### src/rtl/arm_dp_pkg.sv
// Shared types and constants for the ARM data-processing encoder and its datapath.
package arm_dp_pkg;

  localparam int unsigned WORD_W = 32;
  localparam int unsigned REG_W  = 4;
  localparam int unsigned ROT_W  = 4;
  localparam int unsigned IMM8_W = 8;

  localparam logic [3:0] COND_AL = 4'hE;

  localparam logic [3:0] OP_AND = 4'b0000;
  localparam logic [3:0] OP_SUB = 4'b0010;
  localparam logic [3:0] OP_ADD = 4'b0100;
  localparam logic [3:0] OP_ORR = 4'b1100;
  localparam logic [3:0] OP_MOV = 4'b1101;

  typedef enum logic [1:0] {
    IDLE   = 2'd0,
    SEARCH = 2'd1,
    OUT    = 2'd2,
    ERR    = 2'd3
  } state_e;

  // Request fields kept for the duration of an immediate search.
  typedef struct packed {
    logic [REG_W-1:0]  cmd;
    logic [REG_W-1:0]  rn;
    logic [REG_W-1:0]  rd;
    logic [WORD_W-1:0] imm;
  } req_t;

  function automatic logic [WORD_W-1:0] encode_dp(input logic             i,
                                                  input logic [REG_W-1:0] cmd,
                                                  input logic [REG_W-1:0] rn,
                                                  input logic [REG_W-1:0] rd,
                                                  input logic [11:0]      op2);
    return {COND_AL, 2'b00, i, cmd, 1'b0, rn, rd, op2};
  endfunction

endpackage

### src/rtl/arm_dp_encoder_if.sv
// Request/response bus between an instruction requester and arm_dp_encoder.
interface arm_dp_encoder_if;
  import arm_dp_pkg::*;

  logic              in_valid;
  logic              in_ready;
  logic              in_I;
  logic [REG_W-1:0]  in_cmd;
  logic [REG_W-1:0]  in_Rn;
  logic [REG_W-1:0]  in_Rd;
  logic [REG_W-1:0]  in_Rm;
  logic [WORD_W-1:0] in_imm32;
  logic              out_valid;
  logic              out_ready;
  logic [WORD_W-1:0] Instr;
  logic              err;

  modport master (
    output in_valid, in_I, in_cmd, in_Rn, in_Rd, in_Rm, in_imm32, out_ready,
    input  in_ready, out_valid, Instr, err
  );

  modport slave (
    input  in_valid, in_I, in_cmd, in_Rn, in_Rd, in_Rm, in_imm32, out_ready,
    output in_ready, out_valid, Instr, err
  );

endinterface

### src/rtl/imm_rot_check.sv
// Tests one rotation: hit when imm32 ROL 2r fits in eight bits.
module imm_rot_check
  import arm_dp_pkg::*;
(
  input  logic [WORD_W-1:0] imm32,
  input  logic [ROT_W-1:0]  r,
  output logic              hit,
  output logic [IMM8_W-1:0] imm8
);

  logic [5:0]        sh;
  logic [WORD_W-1:0] rotated;

  // A right shift by 32 yields zero, so r=0 needs no special case.
  always_comb begin
    sh      = 6'({r, 1'b0});
    rotated = (imm32 << sh) | (imm32 >> (6'd32 - sh));
    hit     = (rotated[WORD_W-1:IMM8_W] == '0);
    imm8    = rotated[IMM8_W-1:0];
  end

endmodule

### src/rtl/arm_dp_encoder.sv
// Builds ARM data-processing words, searching for the canonical rotated immediate.
module arm_dp_encoder
  import arm_dp_pkg::*;
(
  input  logic              clk,
  input  logic              reset,
  arm_dp_encoder_if.slave   bus
);

  state_e             state_q, state_d;
  req_t               req_q, req_d;
  logic [ROT_W-1:0]   r_q, r_d;
  logic [WORD_W-1:0]  instr_q, instr_d;
  logic               out_valid_q, out_valid_d;
  logic               err_q, err_d;
  logic               in_ready_q, in_ready_d;

  logic               hit;
  logic [IMM8_W-1:0]  imm8;

  imm_rot_check u_imm_rot_check (
    .imm32 (req_q.imm),
    .r     (r_q),
    .hit   (hit),
    .imm8  (imm8)
  );

  always_ff @(posedge clk) begin
    if (reset) begin
      state_q     <= IDLE;
      req_q       <= '0;
      r_q         <= '0;
      instr_q     <= '0;
      out_valid_q <= 1'b0;
      err_q       <= 1'b0;
      in_ready_q  <= 1'b1;
    end else begin
      state_q     <= state_d;
      req_q       <= req_d;
      r_q         <= r_d;
      instr_q     <= instr_d;
      out_valid_q <= out_valid_d;
      err_q       <= err_d;
      in_ready_q  <= in_ready_d;
    end
  end

  // Next state; handshake flags are decoded from the next state so they stay registered.
  always_comb begin
    state_d = state_q;
    req_d   = req_q;
    r_d     = r_q;
    instr_d = instr_q;

    unique case (state_q)
      IDLE: begin
        if (bus.in_valid && in_ready_q) begin
          req_d = '{cmd: bus.in_cmd, rn: bus.in_Rn, rd: bus.in_Rd, imm: bus.in_imm32};
          r_d   = '0;
          if (bus.in_I) begin
            state_d = SEARCH;
          end else begin
            state_d = OUT;
            instr_d = encode_dp(1'b0, bus.in_cmd, bus.in_Rn, bus.in_Rd,
                                {8'h00, bus.in_Rm});
          end
        end
      end
      SEARCH: begin
        if (hit) begin
          state_d = OUT;
          instr_d = encode_dp(1'b1, req_q.cmd, req_q.rn, req_q.rd, {r_q, imm8});
        end else if (r_q == 4'hF) begin
          state_d = ERR;
        end else begin
          r_d = 4'(r_q + 4'd1);
        end
      end
      OUT: begin
        if (bus.out_ready) state_d = IDLE;
      end
      ERR: begin
        state_d = IDLE;
      end
      default: state_d = IDLE;
    endcase

    out_valid_d = (state_d == OUT);
    err_d       = (state_d == ERR);
    in_ready_d  = (state_d == IDLE);
  end

  assign bus.in_ready  = in_ready_q;
  assign bus.out_valid = out_valid_q;
  assign bus.Instr     = instr_q;
  assign bus.err       = err_q;

endmodule

### src/flat_wrapper.sv
// flat-port wrapper written by rule: the top's interface ports become plain ports
module arm_dp_encoder_flat import arm_dp_pkg::*;
  (clk, reset, bus_in_valid, bus_in_I, bus_in_cmd, bus_in_Rn, bus_in_Rd, bus_in_Rm, bus_in_imm32, bus_out_ready, bus_in_ready, bus_out_valid, bus_Instr, bus_err);
  arm_dp_encoder_if bus_i ();
  input  logic clk;
  input  logic reset;
  input wire logic [$bits(bus_i.in_valid)-1:0] bus_in_valid;
  input wire logic [$bits(bus_i.in_I)-1:0] bus_in_I;
  input wire logic [$bits(bus_i.in_cmd)-1:0] bus_in_cmd;
  input wire logic [$bits(bus_i.in_Rn)-1:0] bus_in_Rn;
  input wire logic [$bits(bus_i.in_Rd)-1:0] bus_in_Rd;
  input wire logic [$bits(bus_i.in_Rm)-1:0] bus_in_Rm;
  input wire logic [$bits(bus_i.in_imm32)-1:0] bus_in_imm32;
  input wire logic [$bits(bus_i.out_ready)-1:0] bus_out_ready;
  output wire logic [$bits(bus_i.in_ready)-1:0] bus_in_ready;
  output wire logic [$bits(bus_i.out_valid)-1:0] bus_out_valid;
  output wire logic [$bits(bus_i.Instr)-1:0] bus_Instr;
  output wire logic [$bits(bus_i.err)-1:0] bus_err;
  assign bus_i.in_valid = bus_in_valid;
  assign bus_i.in_I = bus_in_I;
  assign bus_i.in_cmd = bus_in_cmd;
  assign bus_i.in_Rn = bus_in_Rn;
  assign bus_i.in_Rd = bus_in_Rd;
  assign bus_i.in_Rm = bus_in_Rm;
  assign bus_i.in_imm32 = bus_in_imm32;
  assign bus_i.out_ready = bus_out_ready;
  assign bus_in_ready = bus_i.in_ready;
  assign bus_out_valid = bus_i.out_valid;
  assign bus_Instr = bus_i.Instr;
  assign bus_err = bus_i.err;
  arm_dp_encoder u_core (.clk(clk), .reset(reset), .bus(bus_i));
endmodule
### config.mk
export PLATFORM = sky130hd
export DESIGN_NAME = arm_dp_encoder_flat
export DESIGN_NICKNAME = d
export VERILOG_FILES = /design/src/rtl/arm_dp_pkg.sv /design/src/rtl/arm_dp_encoder_if.sv /design/src/rtl/imm_rot_check.sv /design/src/rtl/arm_dp_encoder.sv /design/src/flat_wrapper.sv
export SDC_FILE = /design/constraint.sdc
export NUM_CORES = 1
export LEC_CHECK = 0
export CAP_MARGIN = 15
export CORE_MARGIN = 4
export CORE_UTILIZATION = 31
export CTS_CLUSTER_DIAMETER = 40
export CTS_CLUSTER_SIZE = 40
export DETAILED_ROUTE_END_ITERATION = 16
export SLEW_MARGIN = 10
export SYNTH_ARGS = -nofsm -noshare
export SYNTH_HDL_FRONTEND = slang
export SYNTH_SLANG_ARGS = --single-unit
### constraint.sdc
create_clock -name clk -period 4.1 [get_ports clk]
set_input_delay 0.615 -clock clk [delete_from_list [all_inputs] [get_ports clk]]
set_output_delay 0.615 -clock clk [all_outputs]
set_load 0.02 [all_outputs]
==> results.yml, run 1 <==
status:
  status: "completed"
synth:
  ys_async_sr_fraction_pct: 0
  yosys.area.top_type: "dfxtp_1"
  yosys_warnings: 0
  ys_types: 67
  synthFlopType: "dfxtp_1"
  synth_seq_cells: 79
  synth.cell_area_um2: 5040
  synthTopCellsByArea: "dfxtp_1 31%, nand2_1 11%, a21oi_1 7.0%"
  synth_edf_count: 0
  yosysMostFrequentCell: "nand2_1"
  synth_commonest_cells: "141 x nand2_1, 79 x dfxtp_1, 70 x a21oi_1"
  avgSynthCellArea_um2: 7.84
  syn_inst: 643
  yosysSeqAreaShare_pct: 31.4
  synth.top_cell.area_share_pct: 31.4
route:
  via_count: 5033
  ant_nets: 0
  wl_um: 15500
  drt_iter0_markers: 525
  dr.pass1.iters: 5
  drcViolationCount: 0
  wl_per_cell_um: 17.2
  via_per_inst: 5.58
global_routing:
  grt_max_degree: 70
  grt_pass1_wl_um: 25400
  track_usage_pct: 17.0
  overflow: 0
  antenna_found_initial: 0
  grt_pass1_vias: 4942
final_layout:
  insertedDiodeCount: 0
  fill_cells: 1666
  stdcell_count: 902
  syn_to_final_growth_pct: 22.8
  finalNetCount: 736
  drive_gt1_share_pct: 8.60
critical_path:
  r2r-end: "u_core.bus.Instr[3]"
  cp-end-kind: "register"
  crit_fanout: 69
  crit_path_start: "u_core.r_q[0]"
  cp.arrival_ns: 3.86
  reg2reg_from: "u_core.r_q[0]"
  reg2reg_depth: 9
  critPathRequiredTime_ns: 4.35
  crit_end: "u_core.bus.Instr[3]"
  r2r_slack_ns: 0.49
  path_class: "reg -> reg"
  critPathLaunchType: "register"
power_and_ir_drop:
  vdd_drop_max_uv: 259
  power.density_nw_per_um2: 596
  p_leak_nw: 2.14
flow_run:
  cap_violations: 0
clock_network:
  clk_latency_ns: 0.35
  cts_made_buffers: 9
  path_clk_slew_ns: 0.06
  cts_root_buffer: "clkbuf_16"
  cts_resized: 0
  cts.sinks: 79
  clockBufferDepth: 2
  cts_setup_buffers: 0
  cts_hold_buf: 0
  cts_tree: "built"
  cts-htree-levels: 3
sta:
  fmax_mhz: 277
  slew_headroom_pct: 28.3
  drv_slew: 0
  rsz0062_at_grt: "false"
  finalCritPeriodShare_pct: 88.1
  min_period_ns: 3.61
  finalSetupViolCount: 0
  hold_viol: 0
  tightest_slew_ns: 1.07
  setup_tns_ns: 0
  skew_ns: 0.00824
floorplan:
  start_util_pct: 31.7
  die_y_um: 135
  ios: 88
  row_count: 46
  core_um2: 15900
  die_area_um2: 18400
  die_width_um: 135
placement:
  port_buffers: 83
  dp.cells: 886
  dp_hpwl_um: 10800
  gp_congestion: 0.918
worst_hold_path:
  hold_class: "reg -> reg"
## layout by cell type (no fill, tap or decap), drive strengths merged, types with 4 or more instances in the layout
cell type / n
or2: 5
nor2b: 8
a211oi: 5
a32o: 9
nor4: 9
o21ai: 19
nor3: 31
nand3: 11
mux4: 20
clkdlybuf4s50: 82
clkbuf: 11
a22oi: 4
or3: 4
conb: 4
clkinvlp: 4
nor2: 39
o211ai: 10
nand2b: 5
nand2: 141
nand4: 6
a311oi: 12
mux2: 8
a211o: 5
inv: 10
dfxtp: 79
nor3b: 4
or4: 4
mux2i: 9
buf: 10
a21oi: 70
## cells by family after synthesis
| kind of cell | share of synthesized area (%) |
|---|---|
| flops | 31.4 |
| compound gates | 22.8 |
| fa+ha+maj | 0.497 |
| simple gates | 25.2 |
| other cells | 0.0744 |
| buf+inv | 7.10 |
| mux | 13.0 |
## per-stage QoR
stage               utilization, %  area (um^2)  power, mW  hold WS (ns)  setup WS [ns]
global route                  39.0         6190       3.95         0.483          0.297
CTS                           39.0         6190       3.70         0.458          0.521
global placement              37.3         5920       2.92         0.443          0.463
detailed placement            37.3         5920       2.96         0.449          0.546
finish                        39.0         6190       3.69         0.455          0.487
floorplan                        -         5050       2.42         0.437          0.995
## critical path, cell delays in order (launching register included)
cell      delay [ns]
dfxtp_2         0.37
buf_12          0.31
mux4_2          0.58
a21oi_1         0.36
a21boi_1        0.29
nand4_1         0.17
a31oi_1         0.27
o211a_2         0.44
nor2_1          0.26
o41ai_1         0.41
## flip-flops by register name, summed over array words and instances, names as in the netlist
signal	flops
u_core.r_q	4
u_core.req_q	44
u_core.bus.Instr	26
u_core.state_q	2
u_core.bus.in_ready	1
u_core.bus.out_valid	1
u_core.bus.err	1
## power breakdown
group / internal (mW) / switching, mW / total, mW
clock: 0.409 / 0.325 / 0.733
sequential: 0.914 / 0.197 / 1.11
combinational: 0.779 / 1.06 / 1.84
total: 2.10 / 1.58 / 3.69
## routing by layer
metal  up-vias  part of all wire, %  global-route usage [%]  wire length (um)
li1       2411                    -                       -                 -
met1      2439                   46                    22.7              7160
met2       157                   47                    27.2              7230
met3        26                  5.2                    3.42               805
met4         0                  2.1                    6.72               320
met5         -                    0                       0                 0
## cell type report
| type | instances | area [um^2] | area share (%) |
|---|---|---|---|
| clock buffers | 11 | 233 | 3.76 |
| repair buffers | 92 | 918 | 14.8 |
| flip-flops and latches | 79 | 1580 | 25.6 |
| inverters | 10 | 37.5 | 0.607 |
| well taps | 216 | 270 | 4.37 |
| clock inverters | 5 | 35.0 | 0.566 |
| multi-input cells | 489 | 3110 | 50.3 |
## worst min-delay path by stage
stage / endpoint / slack, ns / cells after the start / from
after detailed placement: u_core.req_q[39] / 0.45 / 2 / u_core.req_q[39]
after global routing: u_core.req_q[34] / 0.48 / 2 / u_core.req_q[34]
after floorplan: u_core.req_q[32] / 0.44 / 2 / u_core.req_q[32]
after global placement: u_core.req_q[35] / 0.44 / 2 / u_core.req_q[35]
final: u_core.req_q[37] / 0.46 / 2 / u_core.req_q[37]
after CTS: u_core.req_q[39] / 0.46 / 2 / u_core.req_q[39]
(Power assumes the default switching activity.)
==> run 2, diff against run 1 <==
- REMOVE_ABC_BUFFERS: not set -> 1
- SETUP_SLACK_MARGIN: not set -> 0.4
- TNS_END_PERCENT: not set -> 50
==> results.yml, run 2 (synthesized netlist as in run 1, its figures left out) <==
clock_network:
  cts_setup_buffers: 0
  cts_tree: "built"
  cts_made_buffers: 9
  cts-htree-levels: 3
  clk_latency_ns: 0.35
  clockBufferDepth: 2
  cts.sinks: 79
  path_clk_slew_ns: 0.06
  cts_root_buffer: "clkbuf_16"
global_routing:
  overflow: 0
  grt.met2_usage_pct: 28.9
  antenna_found_initial: 0
  grt_max_degree: 70
  track_usage_pct: 17.5
  met3_usage_pct: 3.01
  grt_pass1_vias: 5011
  use_met1_pct: 23.3
  busiest_layer: "met2"
  grt_pass1_wl_um: 25800
placement:
  port_buffers: 83
  gp_congestion: 0.912
  dp_hpwl_um: 11000
  pre_cts_slack_ns: 0.273
  dpl-instance-area_um2: 5930
critical_path:
  reg2reg_depth: 9
  reg2reg_from: "u_core.r_q[0]"
  critPathBufInv: 1
  crit_chain: "buf_8 -> mux4_2 -> a21oi_1 -> a21boi_1 -> nand4_1 -> a31oi_1 -> o211a_4 -> nor2_1 -> o41ai_1"
  cp-end-kind: "register"
  critPathRequiredTime_ns: 4.35
  cpMaxStageDelayCell: "mux4_2"
  critPathLaunchType: "register"
  r2r_slack_ns: 0.56
  crit_family: "compound AO/OA/AOI/OAI gates"
  path_class: "reg -> reg"
  r2r-end: "u_core.bus.Instr[3]"
  cp.arrival_ns: 3.79
  crit_fanout: 54
  slowest_delay_ns: 0.56
sta:
  setup_ws_ns: 0.557
  tightest_slew_ns: 0.740
  fmax_mhz: 282
  drv_slew: 0
  finalSetupViolCount: 0
  rsz0062_at_grt: "true"
  slew_headroom_pct: 50.7
  skew_ns: 0.0113
  finalCritPeriodShare_pct: 86.4
  min_period_ns: 3.54
  hold_viol: 0
floorplan:
  ios: 88
  core_um2: 15900
  die_area_um2: 18400
  start_util_pct: 31.7
  die_width_um: 135
  die_y_um: 135
  row_count: 46
final_layout:
  multiInputGateArea_um2: 3130
  insertedDiodeCount: 0
  layout_commonest_cell: "nand2_1"
  syn_to_final_growth_pct: 24.6
  ff_latch_area_um2: 1580
  fill_cells: 1662
  fin_area_um2: 6280
  final_cell_mix: "140 x nand2_1, 82 x clkdlybuf4s50_1, 78 x dfxtp_1, 70 x a21oi_1, 38 x nor2_1"
  largest_reg_flops: 44
  top_register: "u_core.req_q"
  fin_util_pct: 39.5
  finalNetCount: 740
  drive_gt1_share_pct: 9.71
route:
  via_per_inst: 5.56
  ant_nets: 0
  drcViolationCount: 0
  dr.pass1.iters: 5
  wl_per_cell_um: 17.4
  drt_iter0_markers: 355
  via_count: 5034
  wl_um: 15800
power_and_ir_drop:
  p_leak_nw: 2.20
  power.density_nw_per_um2: 614
  vdd_drop_max_uv: 245
worst_hold_path:
  holdCritStartpoint: "u_core.req_q[38]"
  hold_class: "reg -> reg"
  worstHoldPathCells: 2
  hold_end: "u_core.req_q[38]"
status:
  status: "completed"
flow_run:
  cap_violations: 0
-- run 2: how the worst max path moves through the flow --
stage / start / end / depth (start not counted) / slack (ns)
3_5_place_dp: u_core.r_q[0] / u_core.bus.Instr[3] / 9 / 0.27
4_1_cts: u_core.r_q[0] / u_core.bus.Instr[3] / 9 / 0.45
6_report: u_core.r_q[0] / u_core.bus.Instr[3] / 9 / 0.56
3_3_place_gp: u_core.r_q[0] / u_core.bus.Instr[3] / 9 / 0.35
2_1_floorplan: u_core.r_q[0] / u_core.bus.Instr[3] / 10 / -1.00
5_1_grt: u_core.r_q[0] / u_core.bus.Instr[9] / 9 / 0.34
-- run 2: worst register-to-register path: cells and delay by family, from the launching register on --
| family | cells | cell delay [ns] |
|---|---|---|
| buf+inv | 1 | 0.32 |
| compound gates | 5 | 1.79 |
| simple gates | 2 | 0.41 |
| mux | 1 | 0.57 |
| flops | 1 | 0.36 |
-- run 2: routing by layer --
layer,vias up,share of wire (%)
li1,2429,-
met1,2386,43
met2,192,49
met3,27,5.7
met4,0,2.0
met5,-,0
-- run 2: stage by stage --
stage	setup TNS, ns	cells	hold WS (ns)	power (mW)
5_1_grt	0	906	0.488	4.12
3_3_place_gp	0	890	0.443	2.93
3_5_place_dp	0	890	0.447	2.96
6_report	0	906	0.455	3.86
4_1_cts	0	906	0.456	3.86
2_1_floorplan	-28.82	578	0.431	2.32
-- run 2: timing repair --
action                     in CTS  in global routing
resized for setup               2                  4
setup endpoints to repair      22                 25
hold buffers                    0                  0
pin swaps                       0                  0
hold endpoints to repair        0                  0
-- run 2: layout make-up --
class | count | share of cell area [%]
Clock inverter | 7 | 1.61
Multi-Input combinational cell | 489 | 49.9
Tap cell | 216 | 4.31
Inverter | 10 | 0.598
Sequential cell | 79 | 25.2
Timing Repair Buffer | 96 | 14.8
Clock buffer | 9 | 3.59
-- run 2: power breakdown --
group	total (mW)	internal, mW	switching, mW	leakage [nW]
registers	1.11	0.914	0.201	0.646
clock network	0.885	0.539	0.346	0.153
logic	1.86	0.786	1.07	1.40
